`config.mk`:
```
export PLATFORM = sky130hd
export DESIGN_NAME = day5_multiword_adder_seq
export DESIGN_NICKNAME = d
export VERILOG_FILES = /design/src/rtl/day5_multiword_adder_seq.sv
export SDC_FILE = /design/constraint.sdc
export NUM_CORES = 1
export LEC_CHECK = 0
export CORE_MARGIN = 5
export CORE_UTILIZATION = 53
export CTS_BUF_LIST = sky130_fd_sc_hd__clkbuf_4
export CTS_CLUSTER_DIAMETER = 150
export DETAILED_ROUTE_END_ITERATION = 16
export GPL_TIMING_DRIVEN = 1
export PLACE_DENSITY = 0.79
export SKIP_LAST_GASP = 1
export SLEW_MARGIN = 20
export SYNTH_ARGS = -nofsm -noshare
export SYNTH_HDL_FRONTEND = slang
export SYNTH_SLANG_ARGS = --single-unit
export TNS_END_PERCENT = 10
```
`constraint.sdc`:
```
create_clock -name clk -period 2.6 [get_ports clk]
set_input_delay 0.26 -clock clk [delete_from_list [all_inputs] [get_ports clk]]
set_output_delay 0.26 -clock clk [all_outputs]
set_load 0.03 [all_outputs]
```
`src/rtl/day5_multiword_adder_seq.sv`:
```
// ---------------------------------------------------------------------------
// day5_multiword_adder_seq
// Runs one OP_W-bit add (OP_W = SLICE_W*NUM_SLICES) through an external
// SLICE_W-bit combinational ripple adder, one slice per cycle, LSB first.
// The carry is chained between slices; the full sum and carry-out are
// assembled here and held until the next completion.
//
// Ports
//   clk, reset    single clock, synchronous active-high reset
//   valid_i       request: a_in/b_in/c_in valid this cycle
//   ready_o       high in IDLE; a request is accepted when valid_i && ready_o
//   a_in, b_in    OP_W-bit operands, sampled on accept
//   c_in          carry-in to slice 0, sampled on accept
//   add_a_o       current slice of A to the external adder (0 outside RUN)
//   add_b_o       current slice of B to the external adder (0 outside RUN)
//   add_c_o       chained carry to the external adder (0 outside RUN)
//   add_sum_i     slice sum from the external adder
//   add_carry_i   per-bit carries from the adder; MSB is the slice carry-out
//   sum_o         OP_W-bit result, held until the next completion
//   carry_o       final carry-out, held with sum_o
//   busy_o        high in RUN and DONE
//   done_o        one-cycle pulse when sum_o/carry_o are newly valid
// ---------------------------------------------------------------------------
module day5_multiword_adder_seq #(
  parameter int unsigned SLICE_W    = 4,
  parameter int unsigned NUM_SLICES = 4
) (
  input  logic                            clk,
  input  logic                            reset,
  input  logic                            valid_i,
  output logic                            ready_o,
  input  logic [SLICE_W*NUM_SLICES-1:0]   a_in,
  input  logic [SLICE_W*NUM_SLICES-1:0]   b_in,
  input  logic                            c_in,
  output logic [SLICE_W-1:0]              add_a_o,
  output logic [SLICE_W-1:0]              add_b_o,
  output logic                            add_c_o,
  input  logic [SLICE_W-1:0]              add_sum_i,
  input  logic [SLICE_W-1:0]              add_carry_i,
  output logic [SLICE_W*NUM_SLICES-1:0]   sum_o,
  output logic                            carry_o,
  output logic                            busy_o,
  output logic                            done_o
);

  localparam int unsigned OP_W  = SLICE_W * NUM_SLICES;
  localparam int unsigned IDX_W = (NUM_SLICES > 1) ? $clog2(NUM_SLICES) : 1;
  localparam logic [IDX_W-1:0] LAST_IDX = IDX_W'(NUM_SLICES - 1);

  typedef enum logic [1:0] {
    S_IDLE = 2'd0,
    S_RUN  = 2'd1,
    S_DONE = 2'd2
  } state_e;

  state_e             state_q, state_d;
  logic [IDX_W-1:0]   idx_q,   idx_d;
  logic [OP_W-1:0]    op_a_q,  op_a_d;
  logic [OP_W-1:0]    op_b_q,  op_b_d;
  logic [OP_W-1:0]    acc_q,   acc_d;
  logic               cry_q,   cry_d;
  logic [OP_W-1:0]    sum_q,   sum_d;
  logic               carry_q, carry_d;
  logic               ready_q, ready_d;
  logic               busy_q,  busy_d;
  logic               done_q,  done_d;
  logic [SLICE_W-1:0] add_a_q, add_a_d;
  logic [SLICE_W-1:0] add_b_q, add_b_d;
  logic               add_c_q, add_c_d;

  // Only the MSB of the adder carry vector is meaningful here.
  logic unused_carry_bits;
  assign unused_carry_bits = ^add_carry_i;

  // State register and registered outputs.
  always_ff @(posedge clk) begin
    if (reset) begin
      state_q <= S_IDLE;
      idx_q   <= '0;
      op_a_q  <= '0;
      op_b_q  <= '0;
      acc_q   <= '0;
      cry_q   <= 1'b0;
      sum_q   <= '0;
      carry_q <= 1'b0;
      ready_q <= 1'b1;
      busy_q  <= 1'b0;
      done_q  <= 1'b0;
      add_a_q <= '0;
      add_b_q <= '0;
      add_c_q <= 1'b0;
    end else begin
      state_q <= state_d;
      idx_q   <= idx_d;
      op_a_q  <= op_a_d;
      op_b_q  <= op_b_d;
      acc_q   <= acc_d;
      cry_q   <= cry_d;
      sum_q   <= sum_d;
      carry_q <= carry_d;
      ready_q <= ready_d;
      busy_q  <= busy_d;
      done_q  <= done_d;
      add_a_q <= add_a_d;
      add_b_q <= add_b_d;
      add_c_q <= add_c_d;
    end
  end

  // Next-state logic and next values of the registered outputs.
  always_comb begin
    state_d = state_q;
    idx_d   = idx_q;
    op_a_d  = op_a_q;
    op_b_d  = op_b_q;
    acc_d   = acc_q;
    cry_d   = cry_q;
    sum_d   = sum_q;
    carry_d = carry_q;
    ready_d = 1'b0;
    busy_d  = 1'b0;
    done_d  = 1'b0;
    add_a_d = '0;
    add_b_d = '0;
    add_c_d = 1'b0;

    unique case (state_q)
      S_IDLE: begin
        if (valid_i) begin
          op_a_d  = a_in;
          op_b_d  = b_in;
          cry_d   = c_in;
          idx_d   = '0;
          state_d = S_RUN;
        end
      end
      S_RUN: begin
        acc_d[idx_q*SLICE_W +: SLICE_W] = add_sum_i;
        cry_d = add_carry_i[SLICE_W-1];
        idx_d = idx_q + IDX_W'(1);
        if (idx_q == LAST_IDX) begin
          // acc_d already holds this last slice.
          sum_d   = acc_d;
          carry_d = add_carry_i[SLICE_W-1];
          idx_d   = '0;
          state_d = S_DONE;
        end
      end
      S_DONE: begin
        state_d = S_IDLE;
      end
      default: begin
        state_d = S_IDLE;
      end
    endcase

    // Outputs are decoded from the next state so they are flop outputs
    // that line up with the state they describe.
    ready_d = (state_d == S_IDLE);
    busy_d  = (state_d != S_IDLE);
    done_d  = (state_d == S_DONE);
    if (state_d == S_RUN) begin
      add_a_d = op_a_d[idx_d*SLICE_W +: SLICE_W];
      add_b_d = op_b_d[idx_d*SLICE_W +: SLICE_W];
      add_c_d = cry_d;
    end
  end

  assign ready_o = ready_q;
  assign busy_o  = busy_q;
  assign done_o  = done_q;
  assign sum_o   = sum_q;
  assign carry_o = carry_q;
  assign add_a_o = add_a_q;
  assign add_b_o = add_b_q;
  assign add_c_o = add_c_q;

endmodule

```
Yosys cells after proc, flatten, opt, wreduce, memory -nomap -nowiden
Index checks and enable logic that the tools add are counted.
{ "word_totals": {"output_inout_bits": 29, "register_bits": 82, "elab_cells": 43, "input_bits": 44} }
{ "op_classes": {"n_reduce_logical": 5, "shift": 4, "bitwise": 1, "add_sub_neg": 2, "eq_ne": 4, "muxes": 13} }
{ "op_table": {"columns": ["cell", "n"], "rows": [
  ["2-to-1 mux 16 bit", 4],
  ["negation 4 -> 34 bit", 1],
  ["variable shift 4 x 34 -> 16 bit (first input constant)", 1],
  ["variable part select 4 x 34 -> 16 bit", 1],
  ["variable part select 16 x 5 -> 4 bit", 2],
  ["bitwise mux 16 bit", 1],
  ["2-to-1 mux 2 bit", 4],
  ["one-hot mux 2 bit (2 select lines)", 2],
  ["== test 2 x 1 -> 1 bit (second input constant)", 2],
  ["== test 2 bit (second input constant)", 2],
  ["logical NOT 2 bit", 2],
  ["adder 2 x 1 -> 2 bit (second input constant)", 1],
  ["one-hot mux 1 bit (2 select lines)", 1],
  ["AND reduction 2 bit", 1],
  ["nonzero test 2 bit", 1],
  ["OR reduction 2 bit", 1],
  ["2-to-1 mux 1 bit", 1],
  ["inverter 1 bit", 1]
]} }

Longest topological paths before layout
Gate-level depths: netlist of the first run.
{ "depth": {"word_depth": 6, "ltp_mapped": 8, "ltp_nobuf": 6} }

Worst setup path after synthesis of the first run
No wires, ideal clock.
{ "synth_path": {"kind": "reg2reg", "from": "register idx_q[0]", "to": "register add_b_q[3] (netlist: add_b_o[3])", "t_required_ns": 2.508, "stages_incl_launch_ff": 8, "period_less_slack_ns": 2.099, "t_arrival_ns": 2.006, "setup_ns": 0.092, "path_buffers": 1, "setup_slack_ns": 0.501, "cell_sequence": "dfxtp_1 -> inv_1 -> ha_1 -> nor2_1 -> mux2i_1 -> or3_1 -> buf_1 -> o32ai_1"} }
{ "synth_between": {"elab_chain_len": 6, "word_cells_on_any_way": 11, "classes_between": "add/sub (1); eq/ne (2); shift (1); mux (5); bitwise (1); reduce/logical (1)"} }
{ "synth_lines": {"columns": ["element", "line", "text"], "rows": [
  ["start, declared", "57", "logic [IDX_W-1:0] idx_q, idx_d;"],
  ["start signal, assigned", "94", "idx_q <= idx_d;"],
  ["parallel branches: the longest is 6 deep, another holds adder 2 x 1 -> 2 bit", null, null],
  ["end signal, assigned", "90", "add_b_q <= '0;"],
  ["end signal, assigned", "105", "add_b_q <= add_b_d;"],
  ["end, declared", "68", "logic [SLICE_W-1:0] add_b_q, add_b_d;"]
]} }
Several ways; the timed one is not identified.
A chain may end at the register's enable or synchronous reset.

Worst setup path after layout of the first run
{ "layout_path": {"from": "register idx_q[1]", "to": "register add_b_q[1] (netlist: add_b_o[1])"} }
The elaborated chain is that of the path after synthesis.

==> results of run 1 <==
-- layer usage --
| metal | GRT usage, % | routed length, um | part of all wire [%] |
|---|---|---|---|
| met5 | 0 | 0 | 0 |
| met4 | 6.968 | 122 | 1.5 |
| met3 | 3.802 | 376 | 4.7 |
| met2 | 30.07 | 3742 | 47 |
| met1 | 25.96 | 3739 | 47 |
-- worst register-to-register path, stage by stage (launching register included) --
cell	delay, ns
dfxtp_1	0.40
inv_1	0.11
ha_1	0.42
nor2_1	0.13
mux2i_1	0.08
or3_1	0.54
o32ai_2	0.34
-- cell usage in the layout, fill, tap and decap left out, drive strengths merged, types with 2 or more instances in the layout --
| master | instances |
|---|---|
| a21oi | 46 |
| inv | 15 |
| a32oi | 2 |
| bufinv | 3 |
| mux2i | 11 |
| clkinv | 2 |
| clkbuf | 10 |
| nand3 | 2 |
| clkdlybuf4s50 | 68 |
| and2 | 3 |
| a22oi | 8 |
| dfxtp | 82 |
| nor2b | 12 |
| a211oi | 41 |
| nand2 | 71 |
| nor2 | 45 |
| o32ai | 8 |
| buf | 8 |
| nor3 | 3 |
| ha | 6 |
| and3 | 2 |
| nor4b | 3 |
-- logic make-up after synthesis --
| kind of cell | count (synthesis) |
|---|---|
| compound gates | 109 |
| simple gates | 149 |
| mux | 11 |
| buf+inv | 45 |
| fa+ha+maj | 6 |
| flops | 82 |
-- state kept, by name, indices dropped and copies added, names as in the netlist --
| name | cells |
|---|---|
| acc_q | 16 |
| op_a_q | 16 |
| op_b_q | 16 |
| sum_o | 16 |
| add_a_o | 4 |
| add_b_o | 4 |
| idx_q | 2 |
| state_q | 2 |
| add_c_o | 1 |
| busy_o | 1 |
| carry_o | 1 |
| cry_q | 1 |
| done_o | 1 |
| ready_o | 1 |
-- metrics by stage --
step	utilization, %	worst slack, ns	power [mW]
CTS	68.83	0.4934	2.687
finish	68.83	0.4983	2.677
global route	68.83	0.3647	2.791
global placement	66.03	0.2447	1.775
floorplan	-	0.5014	1.640
detailed placement	66.03	0.2387	1.786
-- layout make-up --
cell class	instances	area, sq um	area share, %
Tap cell	77	96.34	2.192
Clock buffer	10	75.07	1.708
Multi-Input combinational cell	275	1672	38.03
Sequential cell	82	1642	37.35
Timing Repair Buffer	76	750.7	17.08
Clock inverter	5	103.9	2.363
Inverter	15	56.30	1.281
-- worst max-delay path by stage --
stage | from | to
6_report | idx_q[1]$_SDFF_PP0_ | add_b_o[1]$_SDFF_PP0_
5_1_grt | idx_q[1]$_SDFF_PP0_ | add_b_o[3]$_SDFF_PP0_
3_5_place_dp | valid_i | add_b_o[1]$_SDFF_PP0_
4_1_cts | idx_q[1]$_SDFF_PP0_ | add_b_o[1]$_SDFF_PP0_
3_3_place_gp | valid_i | add_b_o[0]$_SDFF_PP0_
2_1_floorplan | idx_q[0]$_SDFF_PP0_ | add_b_o[3]$_SDFF_PP0_
-- power groups by stage --
stage                     clock [mW]  combinational (mW)  sequential, mW
after CTS                      0.926               0.412            1.35
after global routing           0.985               0.447            1.36
after global placement             0               0.400            1.38
after detailed placement           0               0.409            1.38
final                          0.916               0.411            1.35
after floorplan                    0               0.246            1.39
==> flow_summary.ini, run 1 <==
[timing]
fin_crit_sh_pct = 80.84
relSlewSlack_pct = 37.91
period_minus_slack_ns = 2.102
final_max_slew_viol_count = 0
hold_viol_final = 0
setup_tns_ns = 0
grt_setup_unrepaired = false
skew_ns = 0.01640
whs_ns = 0.2911
max_freq_mhz = 475.8
final-setup-viol-count = 0
tightestPinTransition_ns = 0.9294

[clocking]
numCtsBuffers = 9
insertion_delay_ns = 0.42
clockRootBuffer = clkbuf_4
htreeDepth = 3
clock-sinks = 82
post_cts.repair.setup_buffers = 0
cts.path.max_buffers = 2
cts_resized = 0
hold_buffers = 0
cts_tree = done
cts.clk_slew.worst_paths_ns = 0.12

[critical_path]
worstSetupPathType = flop to flop
worstPathCellList = inv_1, ha_1, nor2_1, mux2i_1, or3_1, o32ai_2
critPathTopFamily = simple AND/OR/NAND/NOR gates
startpoint_type = flop
crit_cells = 6
crit_slowest_cell = or3_1
reg2reg_slack_ns = 0.50
rr_startpoint = idx_q[1]$_SDFF_PP0_
reg2regPathDepth = 6
critPathBufInv = 1
crit_arrival_ns = 2.44
crit_fanout = 8
crit_required_ns = 2.93
slowest_delay_ns = 0.54
crit_path_end_kind = flop
r2r-end = add_b_o[1]$_SDFF_PP0_

[place]
gp_congestion = 0.7710
placed_cell_area_sq_um = 4217
dp_cells = 525
dp_hpwl_um = 5440
port_buffers = 69

[pwr]
seqPwrFrac_pct = 50.4
swShare_pct = 25.66
clock_power_share_pct = 34.2
p_per_area_nw_per_um2 = 609.1
ir_drop_mv = 0.3400
p_int_mw = 1.990
p_sw_mw = 0.6871
leakagePower_nw = 1.563
power_frac_comb_pct = 15.3

[finish]
syn2layout_area_growth_pct = 25.15
drive_gt1_share_pct = 8.639
finalNonFillerCells = 540
final.fill_count = 516
fin_area_sq_um = 4395
antennaDiodeCount = 0
fin_nets = 509

[route]
finalWirelength_um = 7980
wl_per_cell_um = 14.78
vias = 2957
drc = 0
ant_nets = 0
first_pass_iters = 4
via_per_inst = 5.476
drt_iter0_markers = 184

[die]
start_util_pct = 55.00
die-area_sq_um = 8355
ios = 73
die_w_um = 91.41
core_sq_um = 6386
row_count = 29
die_h_um = 91.41

[synth]
synthSimpleGateAreaFrac_pct = 19.56
synthAdderAreaFrac_pct = 2.138
synthFlopType = dfxtp_1
synth_edf_count = 0
synth_area_sq_um = 3512
synth-compound-area-share_pct = 22.76
synth_top_area_cell = dfxtp_1
ys_types = 38
synth_top_family_by_area = compound AO/OA/AOI/OAI gates
syn_nets = 452
post-synth-top-count-cell = dfxtp_1
muxShareOfSynthArea_pct = 3.135
async_reset_ff_share_pct = 0
ys_top_cells_by_count = dfxtp_1, nand2_1, a21oi_1, nor2_1, a211oi_1
synth-seq-cells = 82
synth_top_area_share_pct = 46.74
synth_seq_area_share_pct = 46.74
synth_xor_xnor_area_share_pct = 0
synth-warning-count = 0
postSynthAreaPerCell_sq_um = 8.737
synth_area_leaders = dfxtp_1, a211oi_1, nand2_1, a21oi_1, nor2_1
synthCells = 402

[global_routing]
overflow = 0
grt_start_max_net_pins = 48
grt_use_total_pct = 19.13
grt_pass1_vias = 2826
antenna_found_initial = 0
grt_pass1_wl_um = 13300

[worst_hold_path]
hp-class = primary input to flop
hold_depth = 2
worstHoldStart = reset
hold_end = acc_q[8]$_SDFFE_PP0N_

[flow_run]
cap_violations = 0

[status]
status = complete, no violations
No activity file was read; power rests on OpenSTA's default activity.
==> run 2: changes to the inputs <==
clock period = 2.07 ns   (was 2.6 ns; I/O delays follow)
==> flow_summary.ini, run 2 (synthesized netlist as in run 1, its figures left out) <==
[timing]
max_freq_mhz = 498.9
hold_viol_final = 0
skew_ns = 0.01406
fin_crit_sh_pct = 96.82
period_minus_slack_ns = 2.004
tightestPinTransition_ns = 0.4465
final-setup-viol-count = 0
relSlewSlack_pct = 69.46
grt_setup_unrepaired = true
final_max_slew_viol_count = 0

[route]
finalWirelength_um = 7557
wl_per_cell_um = 13.72
first_pass_iters = 4
vias = 3012
drc = 0
drt_iter0_markers = 121
ant_nets = 0
via_per_inst = 5.466

[global_routing]
antenna_found_initial = 0
grt_pass1_vias = 2902
overflow = 0
grt_start_max_net_pins = 41
grt_pass1_wl_um = 12700
grt_use_total_pct = 18.09

[finish]
final_util_pct = 69.55
syn2layout_area_growth_pct = 26.47
finalNonFillerCells = 551
drive_gt1_share_pct = 10.55
final_cell_mix = dfxtp_1, nand2_1, clkdlybuf4s50_1
final.fill_count = 510
final_common_cell = dfxtp_1
fin_nets = 519
antennaDiodeCount = 0

[critical_path]
critPathTopFamily = simple AND/OR/NAND/NOR gates
crit_arrival_ns = 2.33
critPathBufInv = 1
startpoint_type = flop
reg2reg_slack_ns = 0.07
worstSetupPathType = flop to flop
crit_fanout = 8
rr_startpoint = idx_q[0]$_SDFF_PP0_
worstPathCellList = inv_1, ha_1, nor2_1, mux2i_1, or3_1, o32ai_1
reg2regPathDepth = 6
crit_required_ns = 2.40
slowest_delay_ns = 0.53
crit_slowest_cell = or3_1
crit_path_end_kind = flop
r2r-end = add_b_o[3]$_SDFF_PP0_

[place]
port_buffers = 69
dp_hpwl_um = 5376
gp_congestion = 0.7857
dp_cells = 535

[clocking]
hold_buffers = 0
cts.clk_slew.worst_paths_ns = 0.12
clockRootBuffer = clkbuf_4
insertion_delay_ns = 0.41
numCtsBuffers = 9
cts_tree = done
clock-sinks = 82
cts.path.max_buffers = 2
htreeDepth = 3

[die]
die_w_um = 91.41
die_h_um = 91.41
ios = 73
row_count = 29
start_util_pct = 55.00
core_sq_um = 6386
die-area_sq_um = 8355

[worst_hold_path]
hp-class = primary input to flop
worstHoldStart = reset
hold_depth = 3
hold_end = op_b_q[1]$_SDFF_PP0_

[status]
status = complete, no violations

[pwr]
leakagePower_nw = 1.599
p_per_area_nw_per_um2 = 697.9
ir_drop_mv = 0.4651
power.total_mw = 3.100

[flow_run]
cap_violations = 0
[run 2: worst max path at each step]
stage | start | to | slack, ns | cells after the start
CTS | idx_q[0]$_SDFF_PP0_ | acc_q[3]$_SDFFE_PP0N_ | 0.08 | 6
floorplan | idx_q[0]$_SDFF_PP0_ | add_b_o[3]$_SDFF_PP0_ | 0.1 | 7
detailed placement | idx_q[0]$_SDFF_PP0_ | add_a_o[2]$_SDFF_PP0_ | 0.11 | 6
global route | idx_q[0]$_SDFF_PP0_ | add_a_o[2]$_SDFF_PP0_ | -0.06 | 6
global placement | idx_q[0]$_SDFF_PP0_ | add_b_o[3]$_SDFF_PP0_ | 0.15 | 6
finish | idx_q[0]$_SDFF_PP0_ | add_b_o[3]$_SDFF_PP0_ | 0.07 | 6
[run 2: layout make-up]
class,instances,area [sq um],area share (%)
timing repair buffer,86,838.3,18.87
inverter,15,56.30,1.268
clock inverter,7,60.06,1.352
sequential,82,1643,36.99
multi-input combinational,275,1680,37.83
tap,77,96.34,2.169
clock buffer,9,67.56,1.521
[run 2: layer usage]
| layer | GRT usage [%] | wire, um | up-vias |
|---|---|---|---|
| li1 | - | - | 1538 |
| met1 | 22.48 | 3383 | 1383 |
| met2 | 30.67 | 3651 | 76 |
| met3 | 3.140 | 350 | 15 |
| met4 | 7.702 | 172 | 0 |
| met5 | 0 | 0 | - |
[run 2: worst min-delay path, cell delays in order]
cell     delay [ns]
buf_2          0.12
buf_4          0.24
a21oi_1        0.05
[run 2: repair_timing]
action | 4_1_cts | 5_1_grt
endpoints found under the setup margin | 0 | 16
gates resized for setup | 0 | 1
setup buffers | 0 | 0
[run 2: where the power goes]
group	leakage (nW)	switching [mW]	total [mW]	internal [mW]
registers	0.670	0.0411	1.70	1.65
clock network	0.0706	0.514	0.869	0.354
logic	0.858	0.289	0.535	0.247
total	1.60	0.844	3.10	2.26
[run 2: stage by stage]
stage               cell area (sq um)  setup WS [ns]  setup TNS, ns  hold WS, ns
floorplan                        3513        0.09887              0       0.3430
global placement                 4305         0.1508              0       0.4400
detailed placement               4305         0.1116              0       0.4468
CTS                              4433        0.08094              0       0.2374
global route                     4442       -0.05622        -0.2850       0.2633
finish                           4442        0.06579              0       0.2479
==> run 3: changes to the inputs <==
ABC_AREA = 1   (was not set)
CORE_MARGIN = 4   (was 5)
CORE_UTILIZATION = 54   (was 53)
PLACE_DENSITY = 0.8   (was 0.79)
==> flow_summary.ini, run 3 <==
[synth]
synth_edf_count = 0
postSynthAreaPerCell_sq_um = 6.971
ys_types = 23
ys_top_cells_by_count = nand2_1, inv_1, dfxtp_1
synthCells = 539
synth_seq_area_share_pct = 43.69
synthFlopType = dfxtp_1
synth_area_leaders = dfxtp_1, nand2_1, inv_1, nand3b_1, nor2_1
syn_nets = 589
synth_top_area_cell = dfxtp_1
synth-warning-count = 0
post-synth-top-count-cell = nand2_1
synth_area_sq_um = 3757
async_reset_ff_share_pct = 0
synth-seq-cells = 82
synth_top_area_share_pct = 43.69

[timing]
whs_ns = 0.2248
hold_viol_final = 0
relSlewSlack_pct = 65.87
period_minus_slack_ns = 1.720
final_max_slew_viol_count = 0
max_freq_mhz = 581.5
grt_setup_unrepaired = false
tightestPinTransition_ns = 0.5119
worst_slack_ns = 0.3503
final-setup-viol-count = 0
setup_tns_ns = 0
skew_ns = 0.01120
fin_crit_sh_pct = 83.08

[clocking]
clock-sinks = 82
clockRootBuffer = clkbuf_4
cts_tree = done
cts.path.max_buffers = 2
insertion_delay_ns = 0.43
numCtsBuffers = 9
cts.clk_slew.worst_paths_ns = 0.13
htreeDepth = 3

[route]
vias = 3454
via_per_inst = 4.899
ant_nets = 0
finalWirelength_um = 8699
drc = 0
drt_iter0_markers = 243
first_pass_iters = 5
wl_per_cell_um = 12.34

[global_routing]
grt_pass1_wl_um = 14630
grt_use_total_pct = 21.50
antenna_found_initial = 0
grt_pass1_vias = 3130
grt_start_max_net_pins = 35
overflow = 0

[critical_path]
critPathBufInv = 5
slowest_delay_ns = 0.35
worstPathCellList = buf_4, ha_1, inv_1, nor2_4, inv_2, nor2_2, inv_2, nand2_1, o21ai_0, inv_1
crit_arrival_ns = 2.10
startpoint_type = flop
critPathTopFamily = buffers and inverters
crit_slowest_cell = dfxtp_1
crit_path_end_kind = flop
crit_required_ns = 2.45
worstSetupPathType = flop to flop
crit_fanout = 19

[pwr]
p_sw_mw = 1.010
power_frac_comb_pct = 20.4
p_per_area_nw_per_um2 = 741.9
leakagePower_nw = 2.340
p_int_mw = 2.459
ir_drop_mv = 0.6167
seqPwrFrac_pct = 49.5
swShare_pct = 29.12
clock_power_share_pct = 30.1

[finish]
fin_nets = 654
final.fill_count = 607
drive_gt1_share_pct = 6.568
final_cell_mix = nand2_1, inv_1, dfxtp_1
antennaDiodeCount = 0
syn2layout_area_growth_pct = 24.48
final_common_cell = nand2_1

[die]
ios = 73
die-area_sq_um = 8357
start_util_pct = 55.30
row_count = 30
die_w_um = 91.42
core_sq_um = 6794
die_h_um = 91.42

[place]
place_ws_ns = 0.2217
port_buffers = 69
gp_congestion = 0.9067
dp_hpwl_um = 6077

[worst_hold_path]
hp-class = primary input to flop

[status]
status = complete, no violations

[flow_run]
cap_violations = 0
==> run 3: cell count changes after synthesis, sizes merged, moves of 11 or more <==
cell / delta
nand3: +26
mux2i: -11
o22ai: +16
nand2: +61
a21oi: -21
inv: +90
nor2b: -12
nand3b: +24
o21ai: +36
a211oi: -41
==> run 3: timing repair <==
action,4_1_cts,5_1_grt
endpoints found under the setup margin,0,6
gates resized for setup,0,1
hold buffers,0,0
setup buffers,0,0
==> run 3: area by class of cell <==
| type | instances | area (sq um) | share of cell area (%) |
|---|---|---|---|
| sequential | 82 | 1642 | 35.10 |
| timing repair buffer | 78 | 753.2 | 16.10 |
| clock inverter | 6 | 81.33 | 1.739 |
| inverter | 106 | 397.9 | 8.507 |
| clock buffer | 10 | 75.07 | 1.605 |
| multi-input combinational | 327 | 1608 | 34.38 |
| tap | 96 | 120.1 | 2.568 |
==> run 3: logic make-up (layout without fill, tap and decap cells) <==
family	count (synthesis)	in the layout	synth area share, %
and+or+nand+nor	237	237	28.47
DFF	82	82	43.69
adders and majority gates	6	6	1.998
AOI/OAI and AO/OA	84	84	12.19
buffers and inverters	130	200	13.65
==> run 3: path summary, 6_finish.rpt <==
check	start	end	slack [ns]	cells past startpoint
worst max register to register	idx_q[0]$_SDFF_PP0_	sum_o[12]$_SDFFE_PP0P_	0.35	10
worst min register to register	cry_q$_SDFF_PP0_	add_c_o$_SDFF_PP0_	0.52	2
worst min-delay path	reset	op_b_q[12]$_SDFF_PP0_	0.22	2
worst max-delay path	idx_q[0]$_SDFF_PP0_	sum_o[12]$_SDFFE_PP0P_	0.35	10
==> run 3: stage by stage <==
step,power (mW),utilization (%),instance area [sq um],instances
6_report,3.470,68.84,4677,705
5_1_grt,3.651,68.84,4677,705
4_1_cts,3.466,68.77,4672,705
3_5_place_dp,2.451,66.46,4516,689
3_3_place_gp,2.429,66.46,4516,689
2_1_floorplan,2.222,-,3757,539
==> run 3: power by group through the flow <==
stage	Combinational [mW]	Sequential, mW	Clock [mW]
final	0.707	1.72	1.04
after global placement	0.678	1.75	0
after floorplan	0.429	1.79	0
after CTS	0.701	1.72	1.05
after global routing	0.799	1.73	1.12
after detailed placement	0.696	1.76	0
==> run 3: routing by layer <==
| metal | share of wire, % | global-route usage [%] | up-vias |
|---|---|---|---|
| li1 | - | - | 1795 |
| met1 | 49 | 30.14 | 1535 |
| met2 | 44 | 32.08 | 110 |
| met3 | 5.9 | 5.054 | 14 |
| met4 | 1.6 | 7.789 | 0 |
| met5 | 0 | 0 | - |
